<file path="config.mk">
export PLATFORM = sky130hd
export DESIGN_NAME = addsub_arbiter
export DESIGN_NICKNAME = d
export VERILOG_FILES = /design/src/rtl/addsub_arbiter.sv
export SDC_FILE = /design/constraint.sdc
export NUM_CORES = 1
export LEC_CHECK = 0
export ABC_AREA = 1
export CAP_MARGIN = 20
export CELL_PAD_IN_SITES_DETAIL_PLACEMENT = 1
export CELL_PAD_IN_SITES_GLOBAL_PLACEMENT = 1
export CORE_MARGIN = 2
export CORE_UTILIZATION = 33
export DETAILED_ROUTE_END_ITERATION = 7
export PLACE_DENSITY_LB_ADDON = 0.3
export SETUP_SLACK_MARGIN = 0.15
export SYNTH_ARGS = -nofsm -noshare
export SYNTH_HDL_FRONTEND = slang
export SYNTH_SLANG_ARGS = --single-unit
</file>
<file path="constraint.sdc">
create_clock -name CLOCK_50 -period 2 [get_ports CLOCK_50]
set_input_delay 0.2 -clock CLOCK_50 [delete_from_list [all_inputs] [get_ports CLOCK_50]]
set_output_delay 0.2 -clock CLOCK_50 [all_outputs]
set_load 0.03 [all_outputs]
</file>
<file path="src/rtl/addsub_arbiter.sv">
// addsub_arbiter
// Two requesters share a single 4-bit add/subtract datapath. The requester
// to serve is chosen in IDLE; ties go to the round-robin pointer. The operands
// are latched on the grant edge and evaluated in EXEC. The result is then held
// in DONE until the consumer takes it with the RVALID/RREADY handshake.
//
// Ports
//   CLOCK_50          : clock, rising edge
//   RESETN            : asynchronous active-low reset
//   REQ0/REQ1         : requester has an operation pending (held until granted)
//   A0,B0,OP0/A1,B1,OP1 : operands and op select (0 = A+B, 1 = A-B)
//   GNT0/GNT1         : one-cycle acceptance strobe (operands sampled this cycle)
//   RVALID/RREADY     : result handshake
//   RESULT,COUT,OVF   : 4-bit result, raw carry out of bit 3, signed overflow
//   RID               : requester that owns RESULT
module addsub_arbiter (
   input  logic       CLOCK_50,
   input  logic       RESETN,
   input  logic       REQ0,
   input  logic       REQ1,
   input  logic [3:0] A0,
   input  logic [3:0] B0,
   input  logic [3:0] A1,
   input  logic [3:0] B1,
   input  logic       OP0,
   input  logic       OP1,
   output logic       GNT0,
   output logic       GNT1,
   output logic       RVALID,
   input  logic       RREADY,
   output logic [3:0] RESULT,
   output logic       RID,
   output logic       COUT,
   output logic       OVF
);

   typedef enum logic [1:0] {
      IDLE = 2'd0,
      EXEC = 2'd1,
      DONE = 2'd2
   } state_t;

   state_t     state_q, state_d;
   logic       pri_q, pri_d;
   logic [3:0] a_q, a_d;
   logic [3:0] b_q, b_d;
   logic       op_q, op_d;
   logic       id_q, id_d;
   logic [3:0] result_q, result_d;
   logic       cout_q, cout_d;
   logic       ovf_q, ovf_d;
   logic       rid_q, rid_d;

   logic       grant_any;
   logic       grant_sel;
   logic [3:0] b_x;
   logic [4:0] sum;
   logic       carry_in3;

   // Arbitration: on a tie the pointer decides. Otherwise the only active
   // requester wins. grant_sel is a don't-care when nobody is requesting.
   assign grant_sel = (REQ0 && REQ1) ? pri_q : REQ1;
   assign grant_any = (state_q == IDLE) && (REQ0 || REQ1);

   // Shared datapath: A + (B ^ {4{OP}}) + OP. The carry into bit 3 is
   // recovered from the sum bit, so no separate 3-bit adder is needed.
   assign b_x       = b_q ^ {4{op_q}};
   assign sum       = {1'b0, a_q} + {1'b0, b_x} + {4'b0000, op_q};
   assign carry_in3 = sum[3] ^ a_q[3] ^ b_x[3];

   // State and data registers
   always_ff @(posedge CLOCK_50 or negedge RESETN) begin
      if (!RESETN) begin
         state_q  <= IDLE;
         pri_q    <= 1'b0;
         a_q      <= 4'd0;
         b_q      <= 4'd0;
         op_q     <= 1'b0;
         id_q     <= 1'b0;
         result_q <= 4'd0;
         cout_q   <= 1'b0;
         ovf_q    <= 1'b0;
         rid_q    <= 1'b0;
      end else begin
         state_q  <= state_d;
         pri_q    <= pri_d;
         a_q      <= a_d;
         b_q      <= b_d;
         op_q     <= op_d;
         id_q     <= id_d;
         result_q <= result_d;
         cout_q   <= cout_d;
         ovf_q    <= ovf_d;
         rid_q    <= rid_d;
      end
   end

   // Next-state logic. Result registers only change when leaving EXEC, so they
   // keep their last values across the handshake and the following IDLE.
   always_comb begin
      state_d  = state_q;
      pri_d    = pri_q;
      a_d      = a_q;
      b_d      = b_q;
      op_d     = op_q;
      id_d     = id_q;
      result_d = result_q;
      cout_d   = cout_q;
      ovf_d    = ovf_q;
      rid_d    = rid_q;
      case (state_q)
         IDLE: begin
            if (grant_any) begin
               a_d     = grant_sel ? A1  : A0;
               b_d     = grant_sel ? B1  : B0;
               op_d    = grant_sel ? OP1 : OP0;
               id_d    = grant_sel;
               state_d = EXEC;
            end
         end
         EXEC: begin
            result_d = sum[3:0];
            cout_d   = sum[4];
            ovf_d    = carry_in3 ^ sum[4];
            rid_d    = id_q;
            state_d  = DONE;
         end
         DONE: begin
            if (RREADY) begin
               // The requester just served loses the next tie.
               pri_d   = ~rid_q;
               state_d = IDLE;
            end
         end
         default: state_d = IDLE;
      endcase
   end

   // Outputs. The grant is a combinational strobe during the IDLE cycle. It is
   // gated by RESETN so that it also reads 0 while reset is held.
   always_comb begin
      GNT0   = RESETN && grant_any && !grant_sel;
      GNT1   = RESETN && grant_any &&  grant_sel;
      RVALID = (state_q == DONE);
      RESULT = result_q;
      RID    = rid_q;
      COUT   = cout_q;
      OVF    = ovf_q;
   end

endmodule

</file>
After elaboration in Yosys (flattened, before gate mapping)
Index checks and enable logic that the tools add are counted.
{"block": "op_classes", "n_addsub": 2, "eq_ne": 4, "mux": 7, "bitwise": 5, "n_reduce_logical": 11}
{"op": "4-bit two-way mux", "count": 2}
{"op": "2-bit one-hot mux with 3 select lines", "count": 1}
{"op": "2-bit AND reduction", "count": 3}
{"op": "4-bit by 4-bit adder with 5-bit output", "count": 1}
{"op": "5-bit by 1-bit adder with 5-bit output", "count": 1}
{"op": "1-bit logical AND", "count": 5}
{"op": "2-bit two-way mux", "count": 2}
{"op": "4-bit bitwise XOR", "count": 1}
{"op": "1-bit bitwise XOR", "count": 3}
{"op": "2-bit by 1-bit == test with 1-bit output (second input constant)", "count": 1}
{"op": "2-bit == test (second input constant)", "count": 1}
{"op": "2-bit zero test", "count": 1}
{"op": "1-bit two-way mux", "count": 2}
{"op": "2-bit by 1-bit != test with 1-bit output (second input constant)", "count": 1}
{"op": "2-bit != test (second input constant)", "count": 1}
{"op": "1-bit zero test", "count": 1}
{"op": "1-bit logical OR", "count": 1}
{"op": "1-bit inverter", "count": 1}
{"block": "totals", "ff_bits": 20, "inputBits": 23, "wordCells": 39}

Longest topological paths before layout
Gate-level depths: netlist of run 1.
{"block": "depth", "depth_word": 6, "mapped_depth": 12, "ltp_nobuf": 12}

Least setup slack after synthesis of run 1
Ideal clock, no wire load.
{"block": "synth_path", "path_kind": "register to register", "start": "register op_q", "end": "register ovf_q (netlist: OVF)", "t_arrival_ps": 1637, "slack_ps": 245, "stages_incl_launch_ff": 13, "path_buffers": 0, "period_less_slack_ps": 1755, "path_cell_list": "dfrtp_1 -> inv_2 -> nand2_2 -> and2_1 -> fa_1 -> nand3_1 -> inv_1 -> nor2_1 -> nand3_1 -> nand2_1 -> nand2_1 -> nand3_1 -> nand2_1"}
{"block": "synth_via", "elab_chain_cells": 6}
{"element": "start: declaration", "line": "47", "rtl": "logic op_q, op_d;"}
{"element": "start signal: assignment", "line": "89", "rtl": "op_q <= op_d;"}
{"element": "4-bit bitwise XOR", "line": "67", "rtl": "assign b_x = b_q ^ {4{op_q}};"}
{"element": "4-bit by 4-bit adder with 5-bit output", "line": "68", "rtl": "assign sum = {1'b0, a_q} + {1'b0, b_x} + {4'b0000, op_q};"}
{"element": "5-bit by 1-bit adder with 5-bit output", "line": "68"}
{"element": "1-bit bitwise XOR (2 in series)", "line": "69", "rtl": "assign carry_in3 = sum[3] ^ a_q[3] ^ b_x[3];"}
{"element": "1-bit bitwise XOR *", "line": "124", "rtl": "ovf_d = carry_in3 ^ sum[4];"}
{"element": "end signal: assignment", "line": "93", "rtl": "ovf_q <= ovf_d;"}
{"element": "end: declaration", "line": "51", "rtl": "logic ovf_q, ovf_d;"}
Every way passes the cells marked *; elsewhere a longest branch is shown, timed or not.
A chain may end at the register's enable or synchronous reset.

Worst setup path after layout of run 1
Ends and elaborated chain as after synthesis.

==> results.ini, run 1 <==
[power_and_ir_drop]
power_density_nw_per_um2 = 2000
p_clk_frac = 0.076
p_leak_nw = 0.785
internal-power_mw = 1.65
pwr-share-seq = 0.235
power.total_mw = 3.27
vdd_drop_max_mv = 0.588
share_comb_of_total_power = 0.689
p_sw_frac = 0.496
power.switching_mw = 1.62

[logic_synthesis]
synth.distinct_cells = 22
netlist_area_um2 = 1130
ys_seq_elements = 20
syn_area_per_cell_um2 = 7.76
syn_inst = 146
ys_warn_count = 0
ys_seq_area_frac = 0.442
synth_nets = 173

[worst_setup_path]
cpMostUsedCell = nand2_1
reg2reg_depth = 12
worstPathArrival_ns = 2.05
crit_path_end_kind = register
critPathTopFamily = simple AND/OR/NAND/NOR gates
cp.required_ns = 2.22
worstSetupPathType = reg2reg
rrSetupSlack_ns = 0.17
worstSetupStartpointType = register
cp_num_buf_inv = 3
crit_cells = 12
rr_startpoint = op_q
crit_chain = buf_6, xor2_1, ha_1, buf_6, nand3_2, inv_2, nor2_4, nand3_1, nand2_1, nand2_1, nand3_1, nand2_1
r2r-end = OVF
slowest_stage = dfrtp_2
crit_fanout = 5
critPathMaxStageDelay_ns = 0.48

[floorplan]
rows = 21
core_area_um2 = 3310
boundaryPins = 33
initial_core_util = 0.342
die_h_um = 62.6
die_w_um = 62.6
die_area_um2 = 3920

[global_routing]
overflow = 0
grt_max_degree = 21
grt_antenna_before_repair = 0
grt_pass1_wl_um = 5310
grtUsageTotal = 0.170
grt_pass1_vias = 1162

[detailed_routing]
vias = 1098
dr.pass1.iters = 4
drc_errors = 0
drt_wl_total_um = 3270
antenna_left = 0
vias_per_cell = 4.73
drt_iter0_drc = 39
wl_per_cell_um = 14.1

[placed_design]
dp_slack_ns = 0.0636
place_congestion = 0.729
portBuffers = 32
place_inst = 222
dp_hpwl_um = 2410

[clocking]
cts_inserted_buffers = 3
cts_tree = built
path_clk_slew_ns = 0.13
clkLatencyLatePin_ns = 0.31
root_buffer = clkbuf_4
htreeDepth = 1
cts.sinks = 20
cts_hold_buf = 0
cts_buffer_depth = 2

[timing]
hold_viol_final = 0
clock_skew_ns = 0.00579
finalWorstSetupSlack_ns = 0.166
fin_crit_sh = 0.917
fmaxAchievable_mhz = 545
slew_viol_final = 0
period_minus_slack_ns = 1.83
finalSetupTns_ns = 0
finalSetupViolCount = 0
max_slew_margin = 0.739
grt_setup_unrepaired = true
worst_slew_pin_slew_ns = 0.390

[cells_and_area]
drive_gt1_frac = 0.199
synthToLayoutAreaGrowth_pct = 44.2
instances_no_fill = 232
fin_nets = 214
utilization = 0.493
final.fill_count = 424
antenna_cells = 0

[flow_run]
maxCapViolCount = 0

[outcome]
status = finished clean

[min_path]
hold_class = in2async

## synth_stat cells
library cell / number / share of area
nand3_2: 3 / 0.027
ha_1: 3 / 0.033
xor2_1: 2 / 0.015
o21ai_1: 3 / 0.013
nand2_2: 6 / 0.033
o21ai_2: 1 / 0.0077
o21ai_0: 8 / 0.035
a31oi_1: 1 / 0.0055
nand2_1: 36 / 0.12
o22ai_1: 5 / 0.028
and2_1: 1 / 0.0055
nor2_2: 1 / 0.0055
inv_1: 13 / 0.043
fa_1: 1 / 0.018
dfrtp_1: 20 / 0.44
nor3_1: 1 / 0.0044
buf_4: 1 / 0.0066
nor2_1: 14 / 0.046
nand3_1: 11 / 0.049
buf_2: 2 / 0.0088
inv_2: 3 / 0.0099
a21oi_1: 10 / 0.044
## cell usage in the layout, fill, tap and decap left out, types with 6 or more instances in the layout
cell type / netlist / routed
clkdlybuf4s50_1: 0 / 29
nor2_1: 14 / 13
dfrtp_1: 20 / 19
buf_4: 1 / 6
nand2_2: 6 / 7
nand2_1: 36 / 35
a21oi_1: 10 / 9
inv_1: 13 / 12
nand3_1: 11 / 10
o21ai_0: 8 / 8
## registers in the layout, indices dropped and copies added (netlist names)
signal and cells:
RESULT 4, COUT 1, op_q 1, state_q 2, a_q 4, b_q 4
OVF 1, pri_q 1, RID 1, id_q 1
## worst register-to-register path: stages, from the launching register on
cell and delay (ns):
dfrtp_2 0.48, buf_6 0.14, xor2_1 0.14, ha_1 0.30, buf_6 0.14, nand3_2 0.08
inv_2 0.04, nor2_4 0.11, nand3_1 0.08, nand2_1 0.07, nand2_1 0.05, nand3_1 0.06
nand2_1 0.05
## power groups by stage
stage / Clock (mW) / Combinational (mW) / Sequential, mW
2_1_floorplan: 0 / 1.25 / 0.876
3_3_place_gp: 0 / 1.79 / 0.759
3_5_place_dp: 0 / 1.90 / 0.775
4_1_cts: 0.253 / 1.97 / 0.767
5_1_grt: 0.268 / 2.51 / 0.803
6_report: 0.249 / 2.25 / 0.768
## routing by layer
layer	vias to the layer above	track usage	part of all wire
met4	0	0.0500	0.019
li1	551	-	-
met1	513	0.199	0.41
met5	-	0	0
met3	7	0.0288	0.031
met2	27	0.315	0.54
## worst max-delay path by stage
stage                     slack (ns)  startpoint   to
after floorplan                 0.25        op_q  OVF
after global placement          0.16        op_q  OVF
after detailed placement        0.06        op_q  OVF
after CTS                       0.16        op_q  OVF
after global routing            0.05        op_q  OVF
final                           0.17        op_q  OVF
## layout make-up
type	count	area (um2)	area share
Clock buffer	4	36.3	0.0222
Multi-Input combinational cell	107	596	0.365
Tap cell	46	57.6	0.0352
Timing Repair Buffer	39	382	0.234
Sequential cell	20	502	0.307
Inverter	16	60.1	0.0368
## timing repair
action | in CTS | in global routing
setup endpoints to repair | 1 | 3
setup buffers | 1 | 5
gates cloned | 0 | 0
pin swaps | 2 | 11
resized for setup | 4 | 12
## metrics by stage
step                hold slack [ns]  area, um2
floorplan                   -0.0956       1130
detailed placement            0.476       1500
CTS                           0.260       1550
finish                        0.245       1630
global placement              0.463       1500
global route                  0.291       1630
## cells by family (layout without fill, tap and decap cells)
kind of cell / Yosys count / in the layout / synth area share
flops: 20 / 20 / 0.442
simple gates: 73 / 73 / 0.290
xor+xnor: 2 / 2 / 0.0155
buf+inv: 19 / 59 / 0.0685
fa+ha+maj: 4 / 4 / 0.0508
compound gates: 28 / 28 / 0.134
Note: power is estimated with default switching activity, not from simulation.
==> inputs of run 2 (changes only) <==
--- a/config.mk
+++ b/config.mk
@@ -6,11 +6,10 @@
 export NUM_CORES = 1
 export LEC_CHECK = 0
 export ABC_AREA = 1
-export CAP_MARGIN = 20
 export CELL_PAD_IN_SITES_DETAIL_PLACEMENT = 1
 export CELL_PAD_IN_SITES_GLOBAL_PLACEMENT = 1
 export CORE_MARGIN = 2
-export CORE_UTILIZATION = 33
+export CORE_UTILIZATION = 30
 export DETAILED_ROUTE_END_ITERATION = 7
 export PLACE_DENSITY_LB_ADDON = 0.3
 export SETUP_SLACK_MARGIN = 0.15
==> constraint.sdc (replaced) <==
create_clock -name CLOCK_50 -period 1.6 [get_ports CLOCK_50]
set_input_delay 0.16 -clock CLOCK_50 [delete_from_list [all_inputs] [get_ports CLOCK_50]]
set_output_delay 0.16 -clock CLOCK_50 [all_outputs]
set_load 0.03 [all_outputs]
==> run 2 against run 1 <==
The flow now finishes with violations (setup timing). Global-route usage is 0.47 points higher. Via count is 8.7% higher. Core utilization increased by 1.5 points. Critical path depth unchanged. First-iteration DRC count fell by 7.7%. Final cell count rose by 6.5%. Total power rose by 56%. Largest cell class unchanged.
==> results.ini, run 2 (same netlist as run 1, synthesis figures left out) <==
[floorplan]
rows = 22
boundaryPins = 33
die_w_um = 65.4
core_area_um2 = 3630
die_area_um2 = 4280
die_h_um = 65.4
initial_core_util = 0.312

[power_and_ir_drop]
p_leak_nw = 0.894
vdd_drop_max_mv = 0.653
power_density_nw_per_um2 = 2760

[cells_and_area]
regArea_um2 = 502
final.fill_count = 455
fin_nets = 227
synthToLayoutAreaGrowth_pct = 63.2
drive_gt1_frac = 0.327
multiInputGateArea_um2 = 687
mostFrequentLayoutCells = nand2_1 (30), clkdlybuf4s50_1 (22), buf_4 (20), dfrtp_1 (19), nor2_1 (13)
fin_area_um2 = 1850
antenna_cells = 0
final_common_cell = nand2_1

[min_path]
hold_class = in2async

[timing]
fin_crit_sh = 1.12
finalSetupTns_ns = -0.403
fmaxAchievable_mhz = 558
hold_viol_final = 0
grt_setup_unrepaired = true
clock_skew_ns = 0.00358
finalSetupViolCount = 3
timing.hold.ws_ns = 0.263
finalWorstSetupSlack_ns = -0.192
worst_slew_pin_slew_ns = 0.423
max_slew_margin = 0.717
period_minus_slack_ns = 1.79
slew_viol_final = 0

[worst_setup_path]
worstSetupPathType = reg2reg
worstSetupStartpointType = register
crit_path_end_kind = register
cp.required_ns = 1.76
worstPathArrival_ns = 1.95
reg2reg_depth = 12
crit_fanout = 5

[placed_design]
place_congestion = 0.730
place_area_um2 = 1610
dp_hpwl_um = 2640
portBuffers = 32

[outcome]
status = complete, but fails checks
violations = setup timing

[clocking]
cts_tree = built
root_buffer = clkbuf_8
cts_buffer_depth = 2
cts_inserted_buffers = 3
cts.sinks = 20
clkLatencyLatePin_ns = 0.26
cts_hold_buf = 0
path_clk_slew_ns = 0.08
htreeDepth = 1

[detailed_routing]
antenna_left = 0
drt_iter0_drc = 36
dr.pass1.iters = 4
vias_per_cell = 4.83
vias = 1193
drc_errors = 0
wl_per_cell_um = 14.3
drt_wl_total_um = 3540

[global_routing]
overflow = 0
met3_usage = 0.0154
grt_pass1_wl_um = 5800
grt-busiest-layer = met2
grt_antenna_before_repair = 0
grt_max_degree = 21
grtUsageMet1 = 0.190
use_met2 = 0.352
grt_pass1_vias = 1313
grtUsageTotal = 0.174

[flow_run]
maxCapViolCount = 0

-- run 2: cell count changes in the layout (fill, tap and decap cells not counted), sizes merged --
cell / change
buf: +13
bufinv: +1
clkdlybuf4s50: -7
dlygate4sd2: +6
-- run 2: report_power, final --
group / switching (mW) / total [mW] / leakage (nW) / internal, mW
logic: 1.99 / 3.59 / 0.619 / 1.60
clock network: 0.182 / 0.517 / 0.0357 / 0.334
registers: 0.224 / 0.992 / 0.239 / 0.767
total: 2.40 / 5.10 / 0.894 / 2.71
-- run 2: worst max-delay path: stages, from the launching register on --
cell	delay, ns
dfrtp_2	0.46
inv_2	0.08
nand2_2	0.05
and2_4	0.13
fa_2	0.37
nand3_4	0.09
inv_2	0.05
nor2_4	0.11
nand3_2	0.09
nand2_1	0.08
nand2_1	0.06
nand3_2	0.07
nand2_2	0.04
-- run 2: timing repair --
action	in CTS	in global routing
gates cloned	0	0
resized for setup	18	22
hold endpoints to repair	0	0
buffers inserted	6	1
setup endpoints to repair	14	10
pin swaps	7	11
-- run 2: final cells by class --
cell class,count,share of cell area
tap,48,0.0325
sequential,20,0.271
clock buffer,3,0.0223
inverter,16,0.0352
multi-input combinational,107,0.372
timing repair buffer,52,0.251
clock inverter,1,0.0162
-- run 2: stage by stage --
stage / power, mW / instances / worst slack (ns) / util
finish: 5.10 / 247 / -0.192 / 0.509
CTS: 4.59 / 246 / -0.180 / 0.482
global route: 5.53 / 247 / -0.264 / 0.509
detailed placement: 3.77 / 236 / -0.224 / 0.443
global placement: 3.57 / 236 / -0.103 / 0.443
floorplan: 2.77 / 146 / -0.0614 / -
-- run 2: path summary, 6_finish.rpt --
kind | from | to | slack [ns]
worst max-delay path | op_q | OVF | -0.19
worst min-delay path | RESETN | RESULT[0] | 0.26
worst max register to register | op_q | OVF | -0.19
worst min register to register | RESULT[2] | RESULT[2] | 0.48
max in group asynchronous | RESETN | op_q | 1.11
min in group CLOCK_50 | B1[2] | b_q[2] | 0.45
-- run 2: per-layer routing --
layer  share of wire  vias to the layer above
li1                -                      582
met1            0.39                      576
met2            0.56                       29
met3           0.033                        6
met4           0.017                        0
met5               0                        -
==> inputs of run 3 (changes only) <==
--- a/config.mk
+++ b/config.mk
@@ -8,7 +8,7 @@
 export ABC_AREA = 1
 export CELL_PAD_IN_SITES_DETAIL_PLACEMENT = 1
 export CELL_PAD_IN_SITES_GLOBAL_PLACEMENT = 1
-export CORE_MARGIN = 2
+export CORE_MARGIN = 3
 export CORE_UTILIZATION = 30
 export DETAILED_ROUTE_END_ITERATION = 7
 export PLACE_DENSITY_LB_ADDON = 0.3
==> run 3 against run 2 <==
The run still ends with setup timing left. Final cell count rose by 1.6%. Non-clock buffer count up 6. Worst hold slack improved by 0.0022 ns. Critical path depth did not move. First-iteration DRC count is 44% higher. Clock skew grew 0.0084 ns. Die area increased by 6.2%. Largest cell class unchanged. Highest routed layer unchanged.
==> results.ini, run 3 (same netlist as run 1, synthesis figures left out) <==
[outcome]
status = complete, but fails checks
violations = setup timing

[timing]
clock_skew_ns = 0.0120
period_minus_slack_ns = 1.85
worst_slew_pin_slew_ns = 0.317
grt_setup_unrepaired = true
fin_crit_sh = 1.16
max_slew_margin = 0.789
hold_viol_final = 0
finalSetupViolCount = 4
finalWorstSetupSlack_ns = -0.251
slew_viol_final = 0
fmaxAchievable_mhz = 540

[global_routing]
overflow = 0
grtUsageTotal = 0.176
grt_max_degree = 21
grt_pass1_vias = 1339
grt_pass1_wl_um = 6110
grt_antenna_before_repair = 0

[floorplan]
die_w_um = 67.4
rows = 21
die_h_um = 67.4
initial_core_util = 0.324
core_area_um2 = 3490
boundaryPins = 33
die_area_um2 = 4550

[worst_setup_path]
slowest_stage = dfrtp_2
cp_num_buf_inv = 2
worstSetupStartpointType = register
critPathMaxStageDelay_ns = 0.47
reg2reg_depth = 12
cpMostUsedCell = nand2_1
cp.required_ns = 1.76
crit_path_end_kind = register
worstSetupPathType = reg2reg
crit_fanout = 4
worstPathArrival_ns = 2.02
crit_cells = 12
critPathTopFamily = simple AND/OR/NAND/NOR gates
crit_chain = inv_2, nand2_2, and2_4, fa_2, nand3_4, inv_4, nor2_4, nand3_2, nand2_1, nand2_1, nand3_1, nand2_1

[clocking]
cts_tree = built
cts.sinks = 20
path_clk_slew_ns = 0.08
root_buffer = clkbuf_8
htreeDepth = 1
cts_hold_buf = 0
cts_inserted_buffers = 3
cts_buffer_depth = 2
clkLatencyLatePin_ns = 0.27

[detailed_routing]
drt_iter0_drc = 52
drt_wl_total_um = 4160
vias = 1228
wl_per_cell_um = 16.6
vias_per_cell = 4.89
drc_errors = 0
dr.pass1.iters = 4
antenna_left = 0

[flow_run]
maxCapViolCount = 0

[cells_and_area]
multiInputGateArea_um2 = 699
instances_no_fill = 251
drive_gt1_frac = 0.351
regArea_um2 = 503
mostFrequentLayoutCells = nand2_1 (30), buf_4 (24), clkdlybuf4s50_1 (22), dfrtp_1 (18)
fin_nets = 233
synthToLayoutAreaGrowth_pct = 68.1
final_common_cell = nand2_1
final.fill_count = 432
antenna_cells = 0

[min_path]
hold_class = in2async

[placed_design]
portBuffers = 32
place_congestion = 0.784
place_inst = 234
dp_hpwl_um = 2590
dp_slack_ns = -0.244

[power_and_ir_drop]
power.total_mw = 5.26
power_density_nw_per_um2 = 2760
vdd_drop_max_mv = 0.912
p_leak_nw = 0.939

run 3: cell types whose count changed in the layout (fill, tap and decap cells not counted), sizes merged:
cell and delta:
buf +6, bufinv -1, clkbuf +1, dlygate4sd2 -2, dlymetal6s2s +2
run 3: final cells by class:
type,instances,share of cell area
Multi-Input combinational cell,107,0.368
Timing Repair Buffer,58,0.275
Sequential cell,20,0.264
Inverter,16,0.0342
Tap cell,46,0.0302
Clock buffer,4,0.0289
run 3: metal layers:
| layer | track usage | part of all wire |
|---|---|---|
| met1 | 0.206 | 0.40 |
| met2 | 0.335 | 0.55 |
| met3 | 0.0283 | 0.039 |
| met4 | 0.0380 | 0.014 |
| met5 | 0 | 0 |
run 3: stage by stage:
step / area [um2] / hold WS (ns) / util / setup TNS (ns)
final: 1900 / 0.266 / 0.545 / -0.751
after global routing: 1900 / 0.290 / 0.545 / -1.10
after CTS: 1760 / 0.285 / 0.503 / -0.447
after detailed placement: 1610 / 0.465 / 0.460 / -0.359
after global placement: 1610 / 0.464 / 0.460 / -0.103
after floorplan: 1150 / -0.136 / - / -0.0614
run 3: what timing repair did:
item | 4_1_cts | 5_1_grt
buffers inserted | 9 | 4
gates resized for setup | 14 | 31
endpoints found under the setup margin | 11 | 11
pin swaps | 7 | 15
run 3: power by group:
part | internal, mW | switching, mW
combinational | 1.73 | 2.12
sequential | 0.770 | 0.246
clock | 0.219 | 0.178
run 3: worst paths after layout:
path / from / end / slack [ns]
worst max-delay path: op_q / OVF / -0.25
worst min-delay path: RESETN / COUT / 0.27
worst max register to register: op_q / OVF / -0.25
worst min register to register: RESULT[2] / RESULT[2] / 0.48
max in group asynchronous: RESETN / state_q[0] / 1.10
min in group CLOCK_50: B1[2] / b_q[2] / 0.44
